**src/rtl/pipelined_add_sub_pkg.sv**
```systemverilog
// Shared definitions for the pipelined adder/subtractor: Sel encodings,
// default geometry, stage-count derivation and signed max/min constants.
package pipelined_add_sub_pkg;

    typedef enum logic {
        SEL_ADD = 1'b0,
        SEL_SUB = 1'b1
    } sel_e;

    localparam int DEF_WIDTH = 16;
    localparam int DEF_CHUNK = 4;

    function automatic int calc_stages(input int width, input int chunk);
        return (chunk > 0) ? (width / chunk) : 1;
    endfunction

    // Constants are built 64 bits wide; callers keep the low WIDTH bits.
    function automatic logic [63:0] signed_max(input int width);
        logic [63:0] r;
        r = '0;
        for (int i = 0; i < width - 1; i++) begin
            r[i] = 1'b1;
        end
        return r;
    endfunction

    function automatic logic [63:0] signed_min(input int width);
        logic [63:0] r;
        r = '0;
        r[width-1] = 1'b1;
        return r;
    endfunction

endpackage

```
**src/rtl/pipelined_add_sub_stage.sv**
```systemverilog
// One CHUNK-bit slice of the pipelined adder: combinational slice sum,
// registered carry to the next slice and a registered valid bit.
module add_sub_stage
    import pipelined_add_sub_pkg::*;
#(
    parameter int CHUNK = DEF_CHUNK
) (
    input  logic             clk_i,
    input  logic             rst_i,
    input  logic             en_i,
    input  logic [CHUNK-1:0] a_i,
    input  logic [CHUNK-1:0] b_i,
    input  logic             carry_i,
    input  logic             valid_i,
    output logic [CHUNK-1:0] sum_o,
    output logic             carry_q_o,
    output logic             valid_q_o
);

    logic [CHUNK:0] total;
    logic           carry_q;
    logic           valid_q;

    assign total = {1'b0, a_i} + {1'b0, b_i} + {{CHUNK{1'b0}}, carry_i};
    assign sum_o = total[CHUNK-1:0];

    always_ff @(posedge clk_i or posedge rst_i) begin
        if (rst_i) begin
            carry_q <= 1'b0;
            valid_q <= 1'b0;
        end else if (en_i) begin
            carry_q <= total[CHUNK];
            valid_q <= valid_i;
        end
    end

    assign carry_q_o = carry_q;
    assign valid_q_o = valid_q;

endmodule

```
**src/rtl/pipelined_add_sub.sv**
```systemverilog
// Pipelined WIDTH-bit adder/subtractor, one CHUNK slice per stage, valid/ready
// on both sides. Define ADD_SUB_SATURATE_EN to clamp S on signed overflow.
module pipelined_add_sub
    import pipelined_add_sub_pkg::*;
#(
    parameter int WIDTH = DEF_WIDTH,
    parameter int CHUNK = DEF_CHUNK
) (
    input  logic             clk,
    input  logic             rst,
    input  logic             in_valid,
    output logic             in_ready,
    input  logic [WIDTH-1:0] A,
    input  logic [WIDTH-1:0] B,
    input  logic             Sel,
    input  logic             Cin,
    output logic             out_valid,
    input  logic             out_ready,
    output logic [WIDTH-1:0] S,
    output logic             Cout,
    output logic             V,
    output logic             Z
);

    localparam int STAGES = calc_stages(WIDTH, CHUNK);
    localparam int NDLY   = (STAGES > 1) ? STAGES - 1 : 1;
    localparam int LAST   = STAGES - 1;
    localparam int MSB    = WIDTH - 1;

`ifdef ADD_SUB_SATURATE_EN
    localparam logic [63:0]      SMAX_64    = signed_max(WIDTH);
    localparam logic [63:0]      SMIN_64    = signed_min(WIDTH);
    localparam logic [WIDTH-1:0] SIGNED_MAX = SMAX_64[WIDTH-1:0];
    localparam logic [WIDTH-1:0] SIGNED_MIN = SMIN_64[WIDTH-1:0];
`endif

    logic             adv;

    // Per-stage inputs: stage 0 sees the ports, stage k sees stage k-1's registers.
    logic [WIDTH-1:0] a_d     [STAGES];
    logic [WIDTH-1:0] bs_d    [STAGES];
    logic [WIDTH-1:0] lo_d    [STAGES];
    logic             cin_d   [STAGES];
    logic             vld_d   [STAGES];
    logic [WIDTH-1:0] lo_next [STAGES];

    logic [CHUNK-1:0] sum_slice [STAGES];
    logic             carry_q   [STAGES];
    logic             vld_q     [STAGES];

    logic [WIDTH-1:0] a_q  [NDLY];
    logic [WIDTH-1:0] bs_q [NDLY];
    logic [WIDTH-1:0] lo_q [NDLY];

    logic [WIDTH-1:0] raw_sum;
    logic [WIDTH-1:0] s_d;
    logic             v_d;
    logic             z_d;
    logic [WIDTH-1:0] s_q;
    logic             v_q;
    logic             z_q;

    // One global enable: the whole pipe moves only when the output slot frees up.
    assign adv      = !out_valid || out_ready;
    assign in_ready = adv;

    always_comb begin
        a_d[0]   = A;
        bs_d[0]  = B ^ {WIDTH{Sel == SEL_SUB}};
        lo_d[0]  = '0;
        cin_d[0] = Cin;
        vld_d[0] = in_valid;
        for (int k = 1; k < STAGES; k++) begin
            a_d[k]   = a_q[k-1];
            bs_d[k]  = bs_q[k-1];
            lo_d[k]  = lo_q[k-1];
            cin_d[k] = carry_q[k-1];
            vld_d[k] = vld_q[k-1];
        end
    end

    always_comb begin
        for (int k = 0; k < STAGES; k++) begin
            lo_next[k] = lo_d[k];
            lo_next[k][k*CHUNK +: CHUNK] = sum_slice[k];
        end
    end

    for (genvar k = 0; k < STAGES; k++) begin : g_stage
        add_sub_stage #(
            .CHUNK (CHUNK)
        ) u_stage (
            .clk_i     (clk),
            .rst_i     (rst),
            .en_i      (adv),
            .a_i       (a_d[k][k*CHUNK +: CHUNK]),
            .b_i       (bs_d[k][k*CHUNK +: CHUNK]),
            .carry_i   (cin_d[k]),
            .valid_i   (vld_d[k]),
            .sum_o     (sum_slice[k]),
            .carry_q_o (carry_q[k]),
            .valid_q_o (vld_q[k])
        );
    end

    always_ff @(posedge clk or posedge rst) begin
        if (rst) begin
            for (int k = 0; k < NDLY; k++) begin
                a_q[k]  <= '0;
                bs_q[k] <= '0;
                lo_q[k] <= '0;
            end
        end else if (adv) begin
            for (int k = 0; k < STAGES - 1; k++) begin
                a_q[k]  <= a_d[k];
                bs_q[k] <= bs_d[k];
                lo_q[k] <= lo_next[k];
            end
        end
    end

    // Overflow is judged on the raw sum; any clamp happens afterwards.
    always_comb begin
        raw_sum = lo_next[LAST];
        v_d     = (a_d[LAST][MSB] == bs_d[LAST][MSB]) && (raw_sum[MSB] != a_d[LAST][MSB]);
        s_d     = raw_sum;
`ifdef ADD_SUB_SATURATE_EN
        if (v_d) begin
            s_d = a_d[LAST][MSB] ? SIGNED_MIN : SIGNED_MAX;
        end
`endif
        z_d     = (s_d == '0);
    end

    always_ff @(posedge clk or posedge rst) begin
        if (rst) begin
            s_q <= '0;
            v_q <= 1'b0;
            z_q <= 1'b0;
        end else if (adv) begin
            s_q <= s_d;
            v_q <= v_d;
            z_q <= z_d;
        end
    end

    assign S         = s_q;
    assign V         = v_q;
    assign Z         = z_q;
    assign Cout      = carry_q[LAST];
    assign out_valid = vld_q[LAST];

endmodule

```
**config.mk**
```make
export PLATFORM = sky130hd
export DESIGN_NAME = pipelined_add_sub
export DESIGN_NICKNAME = d
export VERILOG_FILES = /design/src/rtl/pipelined_add_sub_pkg.sv /design/src/rtl/pipelined_add_sub_stage.sv /design/src/rtl/pipelined_add_sub.sv
export SDC_FILE = /design/constraint.sdc
export NUM_CORES = 1
export LEC_CHECK = 0
export CAP_MARGIN = 25
export CORE_AREA = 2 2 121 111
export CTS_CLUSTER_SIZE = 20
export DETAILED_ROUTE_END_ITERATION = 8
export DIE_AREA = 0 0 123 113
export PLACE_DENSITY = 0.52
export SETUP_SLACK_MARGIN = 0.15
export SKIP_CTS_REPAIR_TIMING = 1
export SLEW_MARGIN = 15
export SYNTH_ARGS = -nofsm -noshare
export SYNTH_HDL_FRONTEND = slang
export SYNTH_SLANG_ARGS = --single-unit
```
**constraint.sdc**
```tcl
create_clock -name clk -period 3.7 [get_ports clk]
set_clock_uncertainty 0.15 [all_clocks]
set_input_delay 0.74 -clock clk [delete_from_list [all_inputs] [get_ports clk]]
set_output_delay 0.74 -clock clk [all_outputs]
set_load 0.1 [all_outputs]
```
==> impl_metrics.csv, run 1 <==
group,metric,value,unit
timing,fmaxAchievable,366,MHz
setup_path,cp_top_family,"buffers and inverters",
setup_path,max_stage_delay,1.14,ns
synthesis,yosysTopAreaCellShare,56.8,%
routing,via_per_inst,4.34,
setup_path,start_kind,"register",
clock_network,insertion_delay,0.34,ns
finish,syn2layout_area_growth,24.1,%
routing,ant_nets,0,
finish,nFillCells,1296,
setup_path,slowest_stage,"clkdlybuf4s50_1",
grt,track_usage,12.4,%
floorplanning,die_y,113,µm
timing,fin_crit,2.73,ns
clock_network,h-tree-depth,3,
synthesis,ys_ff_latch,98,
finish,multi_input_area,1720,µm²
floorplanning,initial_core_util,34.3,%
setup_path,r2r-end,"Z",
finish,diodes,0,
routing,wl,8.12,mm
min_path,hold_end,"S[7]",
grt,antenna_found_initial,0,
timing,slew-limit-headroom,32.7,%
clock_network,cts_tree,"built",
synthesis,synth_compound_area_share,5.50,%
floorplanning,die_width,123,µm
setup_path,rr_worst_depth,6,
routing,drt_first_iter_violations,203,
setup_path,crit_buf_inv,1,
clock_network,clk_pin_slew,0.07,ns
placement,routabilityCongestion,0.722,
synthesis,synth_area,4320,µm²
clock_network,cts_max_path_buffers,2,
clock_network,clockRootBuffer,"clkbuf_16",
setup_path,worst_setup_path_end_kind,"output pin",
floorplanning,die_area,13900,µm²
finish,layout_common_cells,"nand2_1, dfrtp_1, clkdlybuf4s50_1",
power_and_ir_drop,power_density,931,nW/µm²
setup_path,critical_path_class,"reg -> out",
setup_path,cp.arrival,1.84,ns
finish,final_common_cell,"nand2_1",
synthesis,syn_area_per_cell,9.29,µm²
floorplanning,core,12600,µm²
synthesis,synth_fa_ha_area_share,7.18,%
synthesis,synth-xor-area-share,4.66,%
flow_run,drv_cap,0,
timing,finalHoldViolCount,0,
synthesis,synthMuxAreaShare,0.261,%
grt,overflow,0,
power_and_ir_drop,peakVddDrop,0.300,mV
min_path,hold_class,"reg -> reg",
timing,rsz0062_at_grt,"no",
setup_path,required,2.81,ns
finish,regArea,2450,µm²
synthesis,synth_simple_gate_area_share,22.0,%
finish,layout.nets,575,
timing,finalSetupViolations,0,
grt,grt_first_pass_wirelength,13.7,mm
setup_path,r2r-start,"a_d[12]",
timing,post-route-period-util,73.9,%
setup_path,r2r_setup_slack,1.73,ns
routing,vias,2978,
synthesis,synth_top_area_cell,"dfrtp_1",
timing,worst_pin_slew,1.01,ns
timing,final-max-slew-violation-count,0,
timing,finalSetupTns,0,ns
power_and_ir_drop,p_leak,2.60,nW
floorplanning,rows,39,
placement,dp_worst_setup_slack,0.676,ns
min_path,whs_path_depth,2,
routing,drc,0,
routing,first_pass_iters,7,
floorplanning,num_io_pins,59,
grt,grt_pass1_vias,2871,
synthesis,syn-num-nets,523,
synthesis,synth_cell_types,25,
synthesis,seq_area_frac_synth,56.8,%
clock_network,cts_sinks,98,
routing,wire_per_inst,11.8,µm
finish,layout-drive-gt1-share,5.56,%
synthesis,synth.area.top_cells,"dfrtp_1, nand2_1, fa_1",
grt,grt_max_degree,104,
setup_path,cp_max_fo,2,
setup_path,cp_cell_sequence,"clkdlybuf4s50_1",
placement,dp_hpwl,5.46,mm
synthesis,yosys_warnings,0,
placement,place.port_buffers,58,
timing,setup_ws,0.967,ns
synthesis,netlist_instances,465,
status,status,"completed",
timing,hold-worst-slack,0.318,ns
synthesis,synth_top_family_by_area,"simple AND/OR/NAND/NOR gates",
min_path,holdCritStartpoint,"S[7]",
clock_network,cts-buffers-inserted,9,
## registers in the layout, summed over array words and instances, names as in the netlist
signal                     flops
Z                              1
lo_d                          24
bs_d                          24
S                             16
a_d                           24
g_stage.u_stage.carry_q_o      4
g_stage.u_stage.valid_q_o      4
V                              1
## worst max path at each step
stage                     start                            to  slack [ns]  cells past startpoint
after CTS                 S[14]                         S[14]        0.95                      1
after detailed placement    Sel  g_stage[0].u_stage.carry_q_o        0.68                      7
after floorplan             rst                          S[0]        0.25                      1
final                         Z                             Z        0.97                      1
after global routing        Sel  g_stage[0].u_stage.carry_q_o        0.85                      7
after global placement      Sel  g_stage[0].u_stage.carry_q_o        0.78                      7
## cell usage after synthesis
cell type  instances
nand2_1          215
dfrtp_1           98
o21ai_1           21
a21oi_1           14
xnor2_1           14
buf_2             13
inv_1             13
nor2_1            13
ha_1              12
clkbuf_1          10
xor2_1             9
fa_1               8
nor2b_1            5
o21ai_0            5
a21o_1             4
nor4b_1            2
inv_2              1
mux2_2             1
nand2b_1           1
nand4_1            1
nor3_1             1
nor4_1             1
nor4_2             1
o31ai_1            1
or4_4              1
## per-layer routing
metal / share of wire [%] / up-vias / global-route usage (%)
li1: - / 1553 / -
met5: 0 / - / 0
met4: 1.5 / 0 / 4.77
met2: 44 / 54 / 18.5
met3: 3.7 / 11 / 2.62
met1: 51 / 1360 / 17.9
## logic make-up after synthesis
group | Yosys count
DFF | 98
xor gates and xnor gates | 23
and+or+nand+nor | 241
muxes | 1
AOI/OAI and AO/OA | 45
adders and majority gates | 20
buffers and inverters | 37
## final cells by class
class	count	share of cell area [%]
flip-flops and latches	98	45.7
multi-input cells	330	32.1
repair buffers	64	12.1
clock buffers	10	4.46
well taps	164	3.83
inverters	14	1.03
clock inverters	6	0.793
## power by group
part           switching (mW)  total [mW]  internal [mW]  leakage, nW
logic                    1.55        2.29          0.739         1.28
clock network           0.397       0.871          0.474        0.134
registers               0.287        1.83           1.55         1.18
## through the flow
step                std cells  total power [mW]  instance area, µm²  utilization [%]
floorplan                 465              3.59                4320                -
global placement          670              4.13                5080             40.4
detailed placement        670              4.18                5080             40.4
CTS                       686              5.06                5360             42.6
global route              686              5.37                5360             42.6
finish                    686              4.99                5360             42.6
(Power assumes the default switching activity.)
==> run 2, diff against run 1 <==
- PLACE_DENSITY: 0.52 -> 0.54
- clock period: 3.7 -> 2.3 ns (I/O delays scaled with it)
==> impl_metrics.csv, run 2 (synthesis gave the netlist of run 1 again) <==
group,metric,value,unit
finish,fin_cells,691,
placement,place.port_buffers,58,
finish,multi_input_area,1740,µm²
finish,layout_common_cells,"nand2_1, dfrtp_1, clkdlybuf4s50_1",
grt,overflow,0,
grt,globalRouteMet2Util,18.8,%
routing,drc,0,
setup_path,required,1.69,ns
finish,layout.nets,580,
placement,dp_cells,675,
placement,dp_worst_setup_slack,-0.354,ns
power_and_ir_drop,power_density,1530,nW/µm²
setup_path,slowest_stage,"clkdlybuf4s50_1",
clock_network,clockRootBuffer,"clkbuf_16",
power_and_ir_drop,peakVddDrop,0.463,mV
floorplanning,die_y,113,µm
timing,slew-limit-headroom,64.6,%
placement,place_area,5080,µm²
finish,final_util,43.2,%
finish,final_common_cell,"nand2_1",
timing,post-route-period-util,90.7,%
routing,wire_per_inst,12.1,µm
grt,track_usage,12.8,%
setup_path,cp_top_family,"buffers and inverters",
floorplanning,num_io_pins,59,
power_and_ir_drop,power,8.33,mW
timing,setup_ws,0.213,ns
routing,drt_first_iter_violations,253,
timing,finalSetupTns,0,ns
min_path,hold_class,"reg -> reg",
setup_path,cp_cell_sequence,"clkdlybuf4s50_1 -> nor2b_4 -> inv_2 -> buf_12",
setup_path,worst_setup_path_end_kind,"output pin",
timing,final-max-slew-violation-count,0,
timing,finalSetupViolations,0,
flow_run,drv_cap,0,
routing,via_per_inst,4.39,
finish,syn2layout_area_growth,25.8,%
routing,vias,3035,
grt,antenna_found_initial,0,
clock_network,clk_pin_slew,0.06,ns
grt,met1_usage,18.2,%
finish,regArea,2450,µm²
setup_path,cp_max_fo,7,
placement,dp_hpwl,5.79,mm
clock_network,insertion_delay,0.34,ns
timing,worst_pin_slew,0.531,ns
clock_network,h-tree-depth,3,
setup_path,rr_worst_depth,5,
floorplanning,initial_core_util,34.3,%
timing,rsz0062_at_grt,"yes",
timing,fin_crit,2.09,ns
setup_path,critical_path_class,"in -> out",
grt,grt_pass1_vias,2962,
status,status,"completed",
grt,grt_first_pass_wirelength,14.1,mm
grt,use_met3,2.52,%
grt,grt_max_degree,99,
placement,routabilityCongestion,0.738,
routing,ant_nets,0,
clock_network,cts_max_path_buffers,2,
setup_path,max_stage_delay,0.45,ns
routing,first_pass_iters,6,
floorplanning,die_area,13900,µm²
floorplanning,rows,39,
floorplanning,die_width,123,µm
clock_network,cts_tree,"built",
setup_path,cp.arrival,1.48,ns
finish,diodes,0,
min_path,hold_end,"a_d[28]",
setup_path,r2r-start,"a_d[24]",
finish,fin_area,5430,µm²
finish,nFillCells,1288,
setup_path,crit_buf_inv,3,
power_and_ir_drop,p_leak,2.68,nW
timing,fmaxAchievable,479,MHz
timing,hold-worst-slack,0.316,ns
setup_path,r2r_setup_slack,0.35,ns
setup_path,r2r-end,"g_stage[2].u_stage.carry_q_o",
clock_network,cts_sinks,98,
timing,finalHoldViolCount,0,
setup_path,start_kind,"primary input",
grt,busiest_layer,"met2",
min_path,whs_path_depth,2,
floorplanning,core,12600,µm²
routing,wl,8.33,mm
finish,layout-drive-gt1-share,11.2,%
clock_network,cts-buffers-inserted,9,
min_path,holdCritStartpoint,"a_d[28]",
-- run 2: changes by cell type in the layout (fill, tap and decap cells not counted), sizes merged --
| cell | delta |
|---|---|
| buf | +25 |
| clkdlybuf4s50 | -21 |
| bufinv | +3 |
| clkinv | -2 |
| clkbuf | -1 |
| dlymetal6s2s | +1 |
-- run 2: worst register-to-register path: stages (launching register included) --
cell     delay, ns
dfrtp_1       0.40
fa_1          0.47
fa_1          0.42
a21o_1        0.17
a21oi_1       0.13
a21oi_1       0.08
-- run 2: cell type report --
class,instances,area share (%)
inverter,14,1.04
multi-input combinational,330,32.0
timing repair buffer,69,11.7
clock inverter,7,2.14
clock buffer,9,4.14
sequential,98,45.2
tap,164,3.78
-- run 2: routing by layer --
layer / part of all wire [%] / wire length [µm] / up-vias
met5: 0 / 0 / -
met4: 1.7 / 142 / 0
met3: 3.9 / 321 / 11
met2: 44 / 3650 / 47
met1: 51 / 4220 / 1410
li1: - / - / 1567
-- run 2: worst max path at each step --
stage | depth (start not counted) | from | endpoint
global route | 4 | out_ready | in_ready
detailed placement | 7 | Sel | lo_d[35]
CTS | 7 | Sel | lo_d[35]
finish | 4 | out_ready | in_ready
floorplan | 8 | Sel | g_stage[0].u_stage.carry_q_o
global placement | 7 | Sel | g_stage[0].u_stage.carry_q_o
-- run 2: power breakdown --
group,internal (mW),switching [mW],total (mW)
clock network,1.06,0.647,1.71
registers,2.49,0.465,2.96
logic,1.16,2.51,3.66
total,4.71,3.62,8.33
==> run 3, diff against run 2 <==
- CORE_AREA: 2 2 121 111 -> 5 5 124 114
- DIE_AREA: 0 0 123 113 -> 0 0 129 119
==> impl_metrics.csv, run 3 (synthesis gave the netlist of run 1 again) <==
group,metric,value,unit
finish,layout_common_cells,"nand2_1, dfrtp_1, clkdlybuf4s50_1",
finish,fin_cells,690,
routing,drc,0,
routing,ant_nets,0,
grt,overflow,0,
power_and_ir_drop,power_density,1530,nW/µm²
routing,first_pass_iters,4,
floorplanning,core,12600,µm²
floorplanning,num_io_pins,59,
grt,antenna_found_initial,0,
floorplanning,rows,39,
finish,syn2layout_area_growth,25.7,%
clock_network,h-tree-depth,3,
finish,regArea,2450,µm²
timing,rsz0062_at_grt,"no",
setup_path,cp.arrival,1.44,ns
timing,fin_crit,2.05,ns
placement,dp_cells,674,
timing,post-route-period-util,89.0,%
setup_path,cp_max_fo,5,
finish,final_common_cell,"nand2_1",
timing,finalSetupViolations,0,
placement,place.port_buffers,58,
clock_network,cts_tree,"built",
clock_network,cts_sinks,98,
clock_network,insertion_delay,0.34,ns
clock_network,cts-buffers-inserted,9,
flow_run,drv_cap,0,
floorplanning,die_width,129,µm
timing,final-max-slew-violation-count,0,
placement,routabilityCongestion,0.793,
timing,slew-limit-headroom,65.8,%
routing,wire_per_inst,12.1,µm
status,status,"completed",
setup_path,required,1.69,ns
power_and_ir_drop,p_leak,2.68,nW
placement,dp_hpwl,5.79,mm
routing,vias,3031,
timing,fmaxAchievable,488,MHz
setup_path,worst_setup_path_end_kind,"output pin",
routing,drt_first_iter_violations,243,
clock_network,clockRootBuffer,"clkbuf_16",
finish,diodes,0,
setup_path,rr_worst_depth,6,
setup_path,r2r_setup_slack,0.30,ns
finish,nFillCells,1259,
floorplanning,die_area,15400,µm²
power_and_ir_drop,peakVddDrop,0.488,mV
finish,layout-drive-gt1-share,10.8,%
power_and_ir_drop,power,8.29,mW
timing,finalHoldViolCount,0,
grt,grt_max_degree,99,
floorplanning,die_y,119,µm
grt,grt_pass1_vias,3283,
floorplanning,initial_core_util,34.3,%
setup_path,critical_path_class,"in -> out",
finish,layout.nets,579,
grt,grt_first_pass_wirelength,15.1,mm
clock_network,clk_pin_slew,0.06,ns
min_path,hold_class,"reg -> reg",
min_path,whs_path_depth,2,
grt,track_usage,11.9,%
routing,via_per_inst,4.39,
setup_path,start_kind,"primary input",
finish,multi_input_area,1730,µm²
clock_network,cts_max_path_buffers,2,
routing,wl,8.38,mm
timing,worst_pin_slew,0.513,ns
## run 3: metal layers
layer	up-vias	global-route usage [%]	wire length, µm
met1	1405	16.3	4210
met5	-	0	0
met2	51	18.0	3630
met4	0	5.12	184
li1	1562	-	-
met3	13	3.00	347
## run 3: final timing paths
path / start / to
hold reg to reg: g_stage[2].u_stage.valid_q_o / g_stage[2].u_stage.valid_q_o
hold / removal: g_stage[2].u_stage.valid_q_o / g_stage[2].u_stage.valid_q_o
max in group asynchronous: rst / g_stage[3].u_stage.valid_q_o
min in group asynchronous: rst / a_d[31]
setup / recovery: out_ready / in_ready
setup reg to reg: a_d[12] / Z
## run 3: critical path: stages
cell,delay (ns)
clkdlybuf4s50_1,0.45
nor2b_4,0.21
inv_2,0.13
buf_12,0.19
## run 3: metrics by stage
stage	hold slack, ns	worst slack, ns	TNS (ns)	instance area (µm²)	util (%)
CTS	0.316	0.0384	0	5420	43.1
finish	0.312	0.253	0	5430	43.1
floorplan	0.280	0.157	0	4340	-
detailed placement	0.302	-0.322	-0.895	5080	40.4
global placement	0.299	-0.211	-0.632	5080	40.4
global route	0.334	0.158	0	5430	43.1
## run 3: cell type report
class | count | area share [%]
flip-flops and latches | 98 | 45.2
multi-input cells | 330 | 31.9
repair buffers | 68 | 11.8
clock buffers | 12 | 4.91
well taps | 164 | 3.78
clock inverters | 4 | 1.34
inverters | 14 | 1.04
## run 3: report_power, final
group | internal [mW] | switching, mW
registers | 2.49 | 0.474
logic | 1.16 | 2.50
clock network | 1.04 | 0.624
